===== src/rtl/ram_pkg.sv =====
// ram_pkg: shared constants and types for the data-RAM arbiter slice.
//   RAM_ADDR_BITS / RAM_WIDTH : geometry of the 512x32 data RAM.
//   MAX_REQ                   : largest supported requester count.
//   IDX_W                     : width of a requester index / round-robin pointer.
//   arb_state_e               : arbiter FSM states.
package ram_pkg;
    localparam int RAM_ADDR_BITS = 9;
    localparam int RAM_WIDTH     = 32;
    localparam int MAX_REQ       = 4;
    localparam int IDX_W         = $clog2(MAX_REQ);

    typedef enum logic [0:0] {
        ARB_IDLE   = 1'b0,
        ARB_LOCKED = 1'b1
    } arb_state_e;
endpackage


===== src/rtl/rr_grant.sv =====
// rr_grant: combinational round-robin priority picker.
//   req : request vector, one bit per requester.
//   ptr : index with highest priority; the scan goes upward from here and wraps.
//   gnt : one-hot grant (all zero when no request is set).
//   idx : encoded index of the granted requester (0 when none).
//   any : at least one request is set.
module rr_grant
    import ram_pkg::*;
#(
    parameter int N = 2
) (
    input  logic [N-1:0]     req,
    input  logic [IDX_W-1:0] ptr,
    output logic [N-1:0]     gnt,
    output logic [IDX_W-1:0] idx,
    output logic             any
);

    logic found;

    // Two passes give the wrapped scan order: first the requesters at or
    // above the pointer, then the ones below it.
    always_comb begin
        gnt   = '0;
        idx   = '0;
        found = 1'b0;
        for (int i = 0; i < N; i++) begin
            if (!found && req[i] && (IDX_W'(i) >= ptr)) begin
                gnt[i] = 1'b1;
                idx    = IDX_W'(i);
                found  = 1'b1;
            end
        end
        for (int i = 0; i < N; i++) begin
            if (!found && req[i]) begin
                gnt[i] = 1'b1;
                idx    = IDX_W'(i);
                found  = 1'b1;
            end
        end
        any = found;
    end

endmodule


===== src/rtl/ram_arbiter.sv =====
// ram_arbiter: round-robin arbiter sharing one single-port RAM between
// NUM_REQ requesters, with an optional lock for back-to-back ownership.
//   clock, reset          : rising-edge clock, asynchronous active-high reset.
//   req_valid/req_ready   : per-requester request channel.
//   req_we/req_lock       : write flag; keep ownership after this transfer.
//   req_addr/req_wdata    : packed per-requester address / write data.
//   rsp_valid/rsp_rdata   : one-hot response strobe one cycle after a transfer;
//                           shared read data straight from the RAM.
//   ram_*                 : RAM port (registered read-first RAM).
//   dbg_state/dbg_rr_ptr  : FSM state and round-robin pointer for observation.
//
// Handshake: a transfer happens on a rising edge where req_valid[i] &&
// req_ready[i]. req_ready depends only on req_valid and internal state, never
// on another requester's ready. A requester must hold its addr/wdata/we/lock
// stable while valid && !ready. Responses cannot be back-pressured.
module ram_arbiter
    import ram_pkg::*;
#(
    parameter int NUM_REQ    = 2,
    parameter int ADDR_BITS  = RAM_ADDR_BITS,
    parameter int DATA_WIDTH = RAM_WIDTH
) (
    input  logic                          clock,
    input  logic                          reset,
    input  logic [NUM_REQ-1:0]            req_valid,
    output logic [NUM_REQ-1:0]            req_ready,
    input  logic [NUM_REQ-1:0]            req_we,
    input  logic [NUM_REQ-1:0]            req_lock,
    input  logic [NUM_REQ*ADDR_BITS-1:0]  req_addr,
    input  logic [NUM_REQ*DATA_WIDTH-1:0] req_wdata,
    output logic [NUM_REQ-1:0]            rsp_valid,
    output logic [DATA_WIDTH-1:0]         rsp_rdata,
    output logic                          ram_enable,
    output logic                          ram_we,
    output logic [ADDR_BITS-1:0]          ram_addr,
    output logic [DATA_WIDTH-1:0]         ram_wdata,
    input  logic [DATA_WIDTH-1:0]         ram_rdata,
    output arb_state_e                    dbg_state,
    output logic [IDX_W-1:0]              dbg_rr_ptr
);

    arb_state_e         state_q, state_d;
    logic [IDX_W-1:0]   rr_ptr_q, rr_ptr_d;
    logic [IDX_W-1:0]   owner_q, owner_d;
    logic [NUM_REQ-1:0] rsp_pend_q, rsp_pend_d;

    logic [NUM_REQ-1:0] pick_gnt;
    logic [IDX_W-1:0]   pick_idx;
    logic               pick_any;

    logic [NUM_REQ-1:0] owner_oh;
    logic [NUM_REQ-1:0] grant;
    logic [IDX_W-1:0]   g_idx;
    logic               g_lock;
    logic               xfer;

    rr_grant #(.N(NUM_REQ)) u_pick (
        .req (req_valid),
        .ptr (rr_ptr_q),
        .gnt (pick_gnt),
        .idx (pick_idx),
        .any (pick_any)
    );

    always_comb begin
        owner_oh   = '0;
        grant      = '0;
        g_idx      = '0;
        g_lock     = 1'b0;
        ram_we     = 1'b0;
        ram_addr   = '0;
        ram_wdata  = '0;
        state_d    = state_q;
        rr_ptr_d   = rr_ptr_q;
        owner_d    = owner_q;
        rsp_pend_d = '0;

        for (int i = 0; i < NUM_REQ; i++) begin
            owner_oh[i] = (owner_q == IDX_W'(i));
        end

        // While locked only the owner may be granted, whatever its priority.
        case (state_q)
            ARB_IDLE:   grant = pick_any ? pick_gnt : '0;
            ARB_LOCKED: grant = owner_oh & req_valid;
            default:    grant = '0;
        endcase
        // Ready is combinational, so it is forced off while reset is held.
        if (reset) begin
            grant = '0;
        end

        // Port mux: grant is one-hot or zero, so at most one slot drives.
        for (int i = 0; i < NUM_REQ; i++) begin
            if (grant[i]) begin
                g_idx     = IDX_W'(i);
                g_lock    = req_lock[i];
                ram_we    = req_we[i];
                ram_addr  = req_addr[i*ADDR_BITS +: ADDR_BITS];
                ram_wdata = req_wdata[i*DATA_WIDTH +: DATA_WIDTH];
            end
        end
        xfer = |grant;

        if (xfer) begin
            rsp_pend_d = grant;
            // Only the transfer taken from IDLE moves the pointer; later
            // transfers inside a lock leave it alone.
            if (state_q == ARB_IDLE) begin
                rr_ptr_d = (g_idx == IDX_W'(NUM_REQ - 1)) ? '0 : g_idx + IDX_W'(1);
            end
            if (g_lock) begin
                state_d = ARB_LOCKED;
                owner_d = g_idx;
            end else begin
                state_d = ARB_IDLE;
            end
        end
    end

    always_ff @(posedge clock or posedge reset) begin
        if (reset) begin
            state_q    <= ARB_IDLE;
            rr_ptr_q   <= '0;
            owner_q    <= '0;
            rsp_pend_q <= '0;
        end else begin
            state_q    <= state_d;
            rr_ptr_q   <= rr_ptr_d;
            owner_q    <= owner_d;
            rsp_pend_q <= rsp_pend_d;
        end
    end

    assign req_ready  = grant;
    assign ram_enable = xfer;
    assign rsp_valid  = rsp_pend_q;
    assign rsp_rdata  = ram_rdata;
    assign dbg_state  = state_q;
    assign dbg_rr_ptr = rr_ptr_q;

endmodule


===== config.mk =====
export PLATFORM = sky130hd
export DESIGN_NAME = ram_arbiter
export DESIGN_NICKNAME = d
export VERILOG_FILES = /design/src/rtl/ram_pkg.sv /design/src/rtl/rr_grant.sv /design/src/rtl/ram_arbiter.sv
export SDC_FILE = /design/constraint.sdc
export NUM_CORES = 1
export LEC_CHECK = 0
export ABC_CLOCK_PERIOD_IN_PS = 2700
export BUFFER_PORTS_ARGS = -buffer_cell sky130_fd_sc_hd__buf_2
export CORE_AREA = 2 2 79 81
export CTS_CLUSTER_DIAMETER = 120
export DETAILED_ROUTE_END_ITERATION = 8
export DIE_AREA = 0 0 81 83
export GPL_TIMING_DRIVEN = 0
export PLACE_DENSITY = 0.73
export SYNTH_ARGS = -nofsm -noshare
export SYNTH_HDL_FRONTEND = slang
export SYNTH_HIERARCHICAL = 1
export SYNTH_SLANG_ARGS = --single-unit

===== constraint.sdc =====
create_clock -name clock -period 2.7 [get_ports clock]
set_clock_uncertainty 0.05 [all_clocks]
set_input_delay 0.27 -clock clock [delete_from_list [all_inputs] [get_ports clock]]
set_output_delay 0.27 -clock clock [all_outputs]
set_load 0.01 [all_outputs]

[After elaboration in Yosys (flattened, before gate mapping)]
Index checks and enable logic that the tools add are counted.
Cells by class
  add/sub/neg operators: 1
  eq/ne operators: 2
  multiplexer cells: 22
  order comparisons: 2
  bitwise operators: 2
  reductions and logical operators: 12
Operators with widths (count)
  $mux 32: 2
  $mux 9: 2
  $mux 1: 13
  $mux 2: 4
  $logic_and 1x1->1: 5
  $eq 2x1->1 const B: 2
  $ge 1x2->1 const A: 2
  $pmux 2 s2: 1
  $reduce_and 2->1: 2
  $logic_not 1->1: 3
  $add 2x1->2 const B: 1
  $and 2x2->2: 1
  $logic_not 2->1: 1
  $reduce_or 2->1: 1
  $not 1->1: 1
Storage, ports and cells
  flip-flop bits (word level): 7
  word-level logic and storage cells: 45
  input bits: 122
  output and inout bits: 82

[Depth between registers and ports, before layout]
  word-level depth: 19
  mapped depth: 7
  depth with buffers taken out: 6

[Hierarchy]
Netlist, hierarchy kept.
Modules (own cells, without submodules)
  ram_arbiter: instances 1, area each 1705.4 sq um, cells an instance 211, seq. area each 125.1 sq um
  rr_grant: instances 1, area each 52.6 sq um, cells an instance 8, seq. area each 0.0 sq um

[Worst setup path after synthesis]
No wires, ideal clock.
  kind: reg2out
  start point: reg rr_ptr_q[0], in the netlist dbg_rr_ptr[0]
  end point: out ram_addr[0]
  required time: 2380 ps
  stages on the path, launching flop included: 8
  setup slack: 734 ps
  buffers on the path: 2
  arrival: 1646 ps
  cell sequence: dfrtp_1 nand2b_4 a21oi_1 nand3b_4 and2_4 buf_6 buf_6 o32ai_2
Between the ends
  elaborated cells between the ends (all ways): 22
  classes of those cells: 2 x order compare; 12 x mux; 8 x reduce/logical
RTL lines
  start, declared: RTL line ram_arbiter.sv:43  | logic [IDX_W-1:0] rr_ptr_q, rr_ptr_d;
  start signal, assigned: RTL line ram_arbiter.sv:129  | rr_ptr_q <= rr_ptr_d;
  $ge 1x2->1: RTL line rr_grant.sv:28  | if (!found && req[i] && (IDX_W'(i) >= ptr)) begin
  $logic_and 1x1->1: RTL line rr_grant.sv:28
  $mux 1: RTL line rr_grant.sv:28
  $logic_not 1->1: RTL line rr_grant.sv:28
  $logic_and 1x1->1 (2 in a row): RTL line rr_grant.sv:28
  $mux 1: RTL line rr_grant.sv:28
  $logic_not 1->1: RTL line rr_grant.sv:35  | if (!found && req[i]) begin
  $logic_and 1x1->1: RTL line rr_grant.sv:35
  $mux 1: RTL line rr_grant.sv:35
  $logic_not 1->1: RTL line rr_grant.sv:35
  $logic_and 1x1->1: RTL line rr_grant.sv:35
  $mux 1 (*): RTL line rr_grant.sv:35
  net pick_gnt[1]: RTL line ram_arbiter.sv:47  | logic [NUM_REQ-1:0] pick_gnt;
  $mux 2 (*): RTL line ram_arbiter.sv:84  | ARB_IDLE: grant = pick_any ? pick_gnt : '0;
  $pmux 2 s2 (*): RTL line ram_arbiter.sv:83  | case (state_q)
  $mux 2 (*): RTL line ram_arbiter.sv:89  | if (reset) begin
  $mux 9 (*): RTL line ram_arbiter.sv:95  | if (grant[i]) begin
  end, declared: RTL line ram_arbiter.sv:35  | output logic [ADDR_BITS-1:0] ram_addr,
The timed path passes the listed nets; every way through them passes the cells marked *.

[Worst setup path in the final report]
  start point: reg rr_ptr_q[0], in the netlist dbg_rr_ptr[0]
  end point: out ram_wdata[14]
Between the ends
  elaborated cells between the ends (all ways): 22
  classes of those cells: 2 x order compare; 12 x mux; 8 x reduce/logical
RTL lines
  $ge 1x2->1: RTL line rr_grant.sv:28
  $logic_and 1x1->1: RTL line rr_grant.sv:28
  $mux 1: RTL line rr_grant.sv:28
  $logic_not 1->1: RTL line rr_grant.sv:28
  $logic_and 1x1->1 (2 in a row): RTL line rr_grant.sv:28
  $mux 1: RTL line rr_grant.sv:28
  $logic_not 1->1: RTL line rr_grant.sv:35
  $logic_and 1x1->1: RTL line rr_grant.sv:35
  $mux 1: RTL line rr_grant.sv:35
  $logic_not 1->1: RTL line rr_grant.sv:35
  $logic_and 1x1->1: RTL line rr_grant.sv:35
  $mux 1 (*): RTL line rr_grant.sv:35
  net pick_gnt[1]: RTL line ram_arbiter.sv:47
  $mux 2 (*): RTL line ram_arbiter.sv:84
  $pmux 2 s2 (*): RTL line ram_arbiter.sv:83
  $mux 2 (*): RTL line ram_arbiter.sv:89
  $mux 32 (*): RTL line ram_arbiter.sv:95
  end, declared: RTL line ram_arbiter.sv:36  | output logic [DATA_WIDTH-1:0] ram_wdata,
Marks and branches as above.

==> flow_summary.html <==
<table>
<tr><th>Metric</th><th>Value</th></tr>
<tr><th colspan="2">Worst setup path</th></tr>
<tr><td>Cell at the slowest stage of the critical path</td><td>sky130_fd_sc_hd__dfrtp_1</td></tr>
<tr><td>Arrival time reported for the critical path endpoint</td><td>~2200 ps</td></tr>
<tr><td>Crit end category</td><td>output port</td></tr>
<tr><td>Classification of the worst setup path</td><td>reg2out</td></tr>
<tr><td>Cell with the most instances on the worst path</td><td>sky130_fd_sc_hd__buf_6</td></tr>
<tr><td>Critical path, cell by cell</td><td>nand2b_4, a21oi_1, nand3b_4, and2_4, buf_6, buf_6, o32ai_2, buf_2</td></tr>
<tr><td>Reg-to-reg startpoint</td><td>dbg_rr_ptr[0]$_DFFE_PP0P_</td></tr>
<tr><td>Worst setup SP type</td><td>flop</td></tr>
<tr><td>Register-to-register setup slack</td><td>around 830 ps</td></tr>
<tr><td>Reg-to-reg endpoint</td><td>owner_q[0]$_DFFE_PP0P_</td></tr>
<tr><td>Worst r2r path cells</td><td>7</td></tr>
<tr><td>Maximum net fanout on the critical path</td><td>10</td></tr>
<tr><td>Largest stage delay on the critical path</td><td>approximately 400 ps</td></tr>
<tr><td>Critical Path RT</td><td>between 2000 and 2500 ps</td></tr>
<tr><th colspan="2">Global route</th></tr>
<tr><td>Maximum number of pins on one net before global-route repair</td><td>11</td></tr>
<tr><td>Global-route usage over all layers</td><td>0.1726</td></tr>
<tr><td>Number of global-route vias before repair</td><td>~2100</td></tr>
<tr><td>Remaining global-route overflow</td><td>0</td></tr>
<tr><td>Global-route wire length before repair</td><td>9.604 mm</td></tr>
<tr><td>Number of antenna violations at the first check in global routing</td><td>0</td></tr>
<tr><th colspan="2">Power and ir drop</th></tr>
<tr><td>Leakage power of the design</td><td>1.607 nW</td></tr>
<tr><td>Worst VDD drop</td><td>0.0002079 V</td></tr>
<tr><td>Power density normalized to cell area</td><td>about 540 mW/mm2</td></tr>
<tr><th colspan="2">Hold path</th></tr>
<tr><td>Worst Hold Launch</td><td>req_lock[0]</td></tr>
<tr><td>Worst min path class</td><td>in2reg</td></tr>
<tr><td>Depth of the worst hold-timing path</td><td>2</td></tr>
<tr><td>Hold Path Sink</td><td>owner_q[0]$_DFFE_PP0P_</td></tr>
<tr><th colspan="2">Floorplanning</th></tr>
<tr><td>Die ar.</td><td>~0.0067 mm2</td></tr>
<tr><td>Initial core utilization</td><td>0.2995</td></tr>
<tr><td># rows</td><td>28</td></tr>
<tr><td>Vertical die dimension</td><td>83 um</td></tr>
<tr><td>Die span in x</td><td>81 um</td></tr>
<tr><td>Placeable core area</td><td>~0.0058 mm2</td></tr>
<tr><td>Number of I/O pins</td><td>204</td></tr>
<tr><th colspan="2">Drt</th></tr>
<tr><td>DRC Markers</td><td>0</td></tr>
<tr><td>Vias per Instance</td><td>approximately 4.7</td></tr>
<tr><td>Number of optimization iterations in the first detailed-route pass</td><td>4</td></tr>
<tr><td>Post-detailed-route wirelength per cell</td><td>approximately 13 um</td></tr>
<tr><td>Vias after detailed routing</td><td>2213</td></tr>
<tr><td>Final routed wirelength across all metal layers</td><td>about 6.2 mm</td></tr>
<tr><td>Antenna violation net count after detailed routing</td><td>0</td></tr>
<tr><td>Violation count after the first detailed-routing iteration</td><td>50</td></tr>
<tr><th colspan="2">Layout</th></tr>
<tr><td>FF+latch area</td><td>between 100 and 150 um2</td></tr>
<tr><td>Share of cells above drive strength 1</td><td>0.6777</td></tr>
<tr><td>Total area of multi-input combinational cells</td><td>between 0.001 and 0.0015 mm2</td></tr>
<tr><td>Post-layout net count</td><td>between 500 and 600</td></tr>
<tr><td>Final non-filler cell total</td><td>about 470</td></tr>
<tr><td>Layout overhead on the synthesized area</td><td>57.04%</td></tr>
<tr><td>Commonest non-fill, non-tap cell in the layout</td><td>sky130_fd_sc_hd__buf_2</td></tr>
<tr><td>Filler cells</td><td>between 500 and 600</td></tr>
<tr><td>Antenna diode count</td><td>0</td></tr>
<tr><td>Most frequent cells in the layout</td><td>174 x sky130_fd_sc_hd__buf_2, 44 x sky130_fd_sc_hd__inv_1, 43 x sky130_fd_sc_hd__nand3_1</td></tr>
<tr><th colspan="2">CTS</th></tr>
<tr><td>Clock Pin Slew Worst Setup and Hold Paths</td><td>about 40 ps</td></tr>
<tr><td># H-tree levels</td><td>1</td></tr>
<tr><td>Number of buffers created by CTS</td><td>3</td></tr>
<tr><td>Clock tree root buffer cell</td><td>sky130_fd_sc_hd__clkbuf_8</td></tr>
<tr><td>Count of buffers added by post-CTS timing repair for setup</td><td>0</td></tr>
<tr><td>Count of instances resized after the clock tree is built</td><td>0</td></tr>
<tr><td>Maximum clock insertion buffer count</td><td>2</td></tr>
<tr><td>Hold-fix buffers at CTS</td><td>0</td></tr>
<tr><td>Total number of clock tree sinks</td><td>5</td></tr>
<tr><td>Later-pin clock latency in the skew report</td><td>around 220 ps</td></tr>
<tr><td>Clock tree from TritonCTS</td><td>built</td></tr>
<tr><th colspan="2">Timing</th></tr>
<tr><td>Unrepaired setup endpoints after global routing</td><td>false</td></tr>
<tr><td>Max-slew violation total from the final report</td><td>0</td></tr>
<tr><td>Setup_tns</td><td>0 ps</td></tr>
<tr><td>Final min period</td><td>roughly 2500 ps</td></tr>
<tr><td>Peak Freq</td><td>~0.4 GHz</td></tr>
<tr><td>Transition time at the pin with the least slew margin</td><td>between 600 and 700 ps</td></tr>
<tr><td>Endpoints failing setup</td><td>0</td></tr>
<tr><td>Final-report hold violation count</td><td>0</td></tr>
<tr><td>Relative max-transition margin</td><td>0.5454</td></tr>
<tr><td>Share of the clock period used by the worst path after layout</td><td>0.9284</td></tr>
<tr><td>Worst hold slack</td><td>~220 ps</td></tr>
<tr><th colspan="2">Synth</th></tr>
<tr><td>Number of warnings reported in the yosys synthesis log</td><td>6</td></tr>
<tr><td>Post-synthesis instance area</td><td>0.001742 mm2</td></tr>
<tr><td>Synthesized area per cell</td><td>just over 8 um2</td></tr>
<tr><td>Gate count of the mapped netlist</td><td>approximately 220</td></tr>
<tr><th colspan="2">Placed design</th></tr>
<tr><td>Port Buf Inserts</td><td>170</td></tr>
<tr><td>HPWL after DPL</td><td>about 5.2 mm</td></tr>
<tr><td>Dpl cells</td><td>around 460</td></tr>
<tr><td>Routability cong.</td><td>0.7702</td></tr>
<tr><th colspan="2">Job</th></tr>
<tr><td>Number of maximum-capacitance constraint violations</td><td>0</td></tr>
<tr><th colspan="2">Status</th></tr>
<tr><td>Status</td><td>complete, no violations</td></tr>
</table>
==> critical path: cells and delay by family (launching register included) <==
| kind | cells | cell delay [ps] |
|---|---|---|
| buffers and inverters | 3 | 480 |
| flip-flops | 1 | 410 |
| AND/OR/NAND/NOR | 3 | 500 |
| AO/OA/AOI/OAI | 2 | 580 |
==> area by class of cell <==
cell class              instances  area share
multi-input cells             110      0.3834
plain buffers                  55      0.1446
inverters                      47     0.06450
clock buffers                   4     0.01647
repair buffers                170      0.3111
well taps                      75     0.03431
flip-flops and latches          5     0.04575
==> layer usage <==
layer  GRT usage  vias up  wire [um]
met5           0        -          0
met4     0.03082        0         35
met3     0.02826        4        496
met2      0.3396      118       3326
met1      0.1879     1006       2306
li1            -     1085          -
==> worst max path at each step <==
stage	from	cells past startpoint	to	slack (ps)
after floorplan	dbg_rr_ptr[0]$_DFFE_PP0P_	7	ram_addr[0]	740
after global placement	dbg_rr_ptr[0]$_DFFE_PP0P_	8	ram_wdata[29]	480
after detailed placement	dbg_rr_ptr[0]$_DFFE_PP0P_	8	ram_wdata[14]	430
after CTS	dbg_rr_ptr[0]$_DFFE_PP0P_	8	ram_wdata[14]	200
after global routing	dbg_rr_ptr[0]$_DFFE_PP0P_	8	ram_wdata[24]	60
final	dbg_rr_ptr[0]$_DFFE_PP0P_	8	ram_wdata[14]	190
==> stage by stage <==
step	cell area, um2	utilization	worst slack [ps]	total power [mW]
final	2735	0.4703	193.5	1.480
after global placement	2690	0.4626	484.9	1.330
after global routing	2735	0.4703	64.89	1.603
after detailed placement	2690	0.4626	434.3	1.355
after CTS	2735	0.4703	195.4	1.497
after floorplan	1745	-	741.7	0.9663
==> report_power, final <==
| part | switching, mW | internal [mW] | total [mW] |
|---|---|---|---|
| registers | 0.0348 | 0.105 | 0.140 |
| logic | 0.650 | 0.553 | 1.20 |
| clock network | 0.0359 | 0.101 | 0.137 |
| total | 0.721 | 0.759 | 1.48 |
==> registers in the layout, indices dropped and copies added (netlist names) <==
name / count
rsp_valid: 2
owner_q: 1
dbg_rr_ptr: 1
dbg_state: 1
Note: power is estimated with default switching activity, not from simulation.
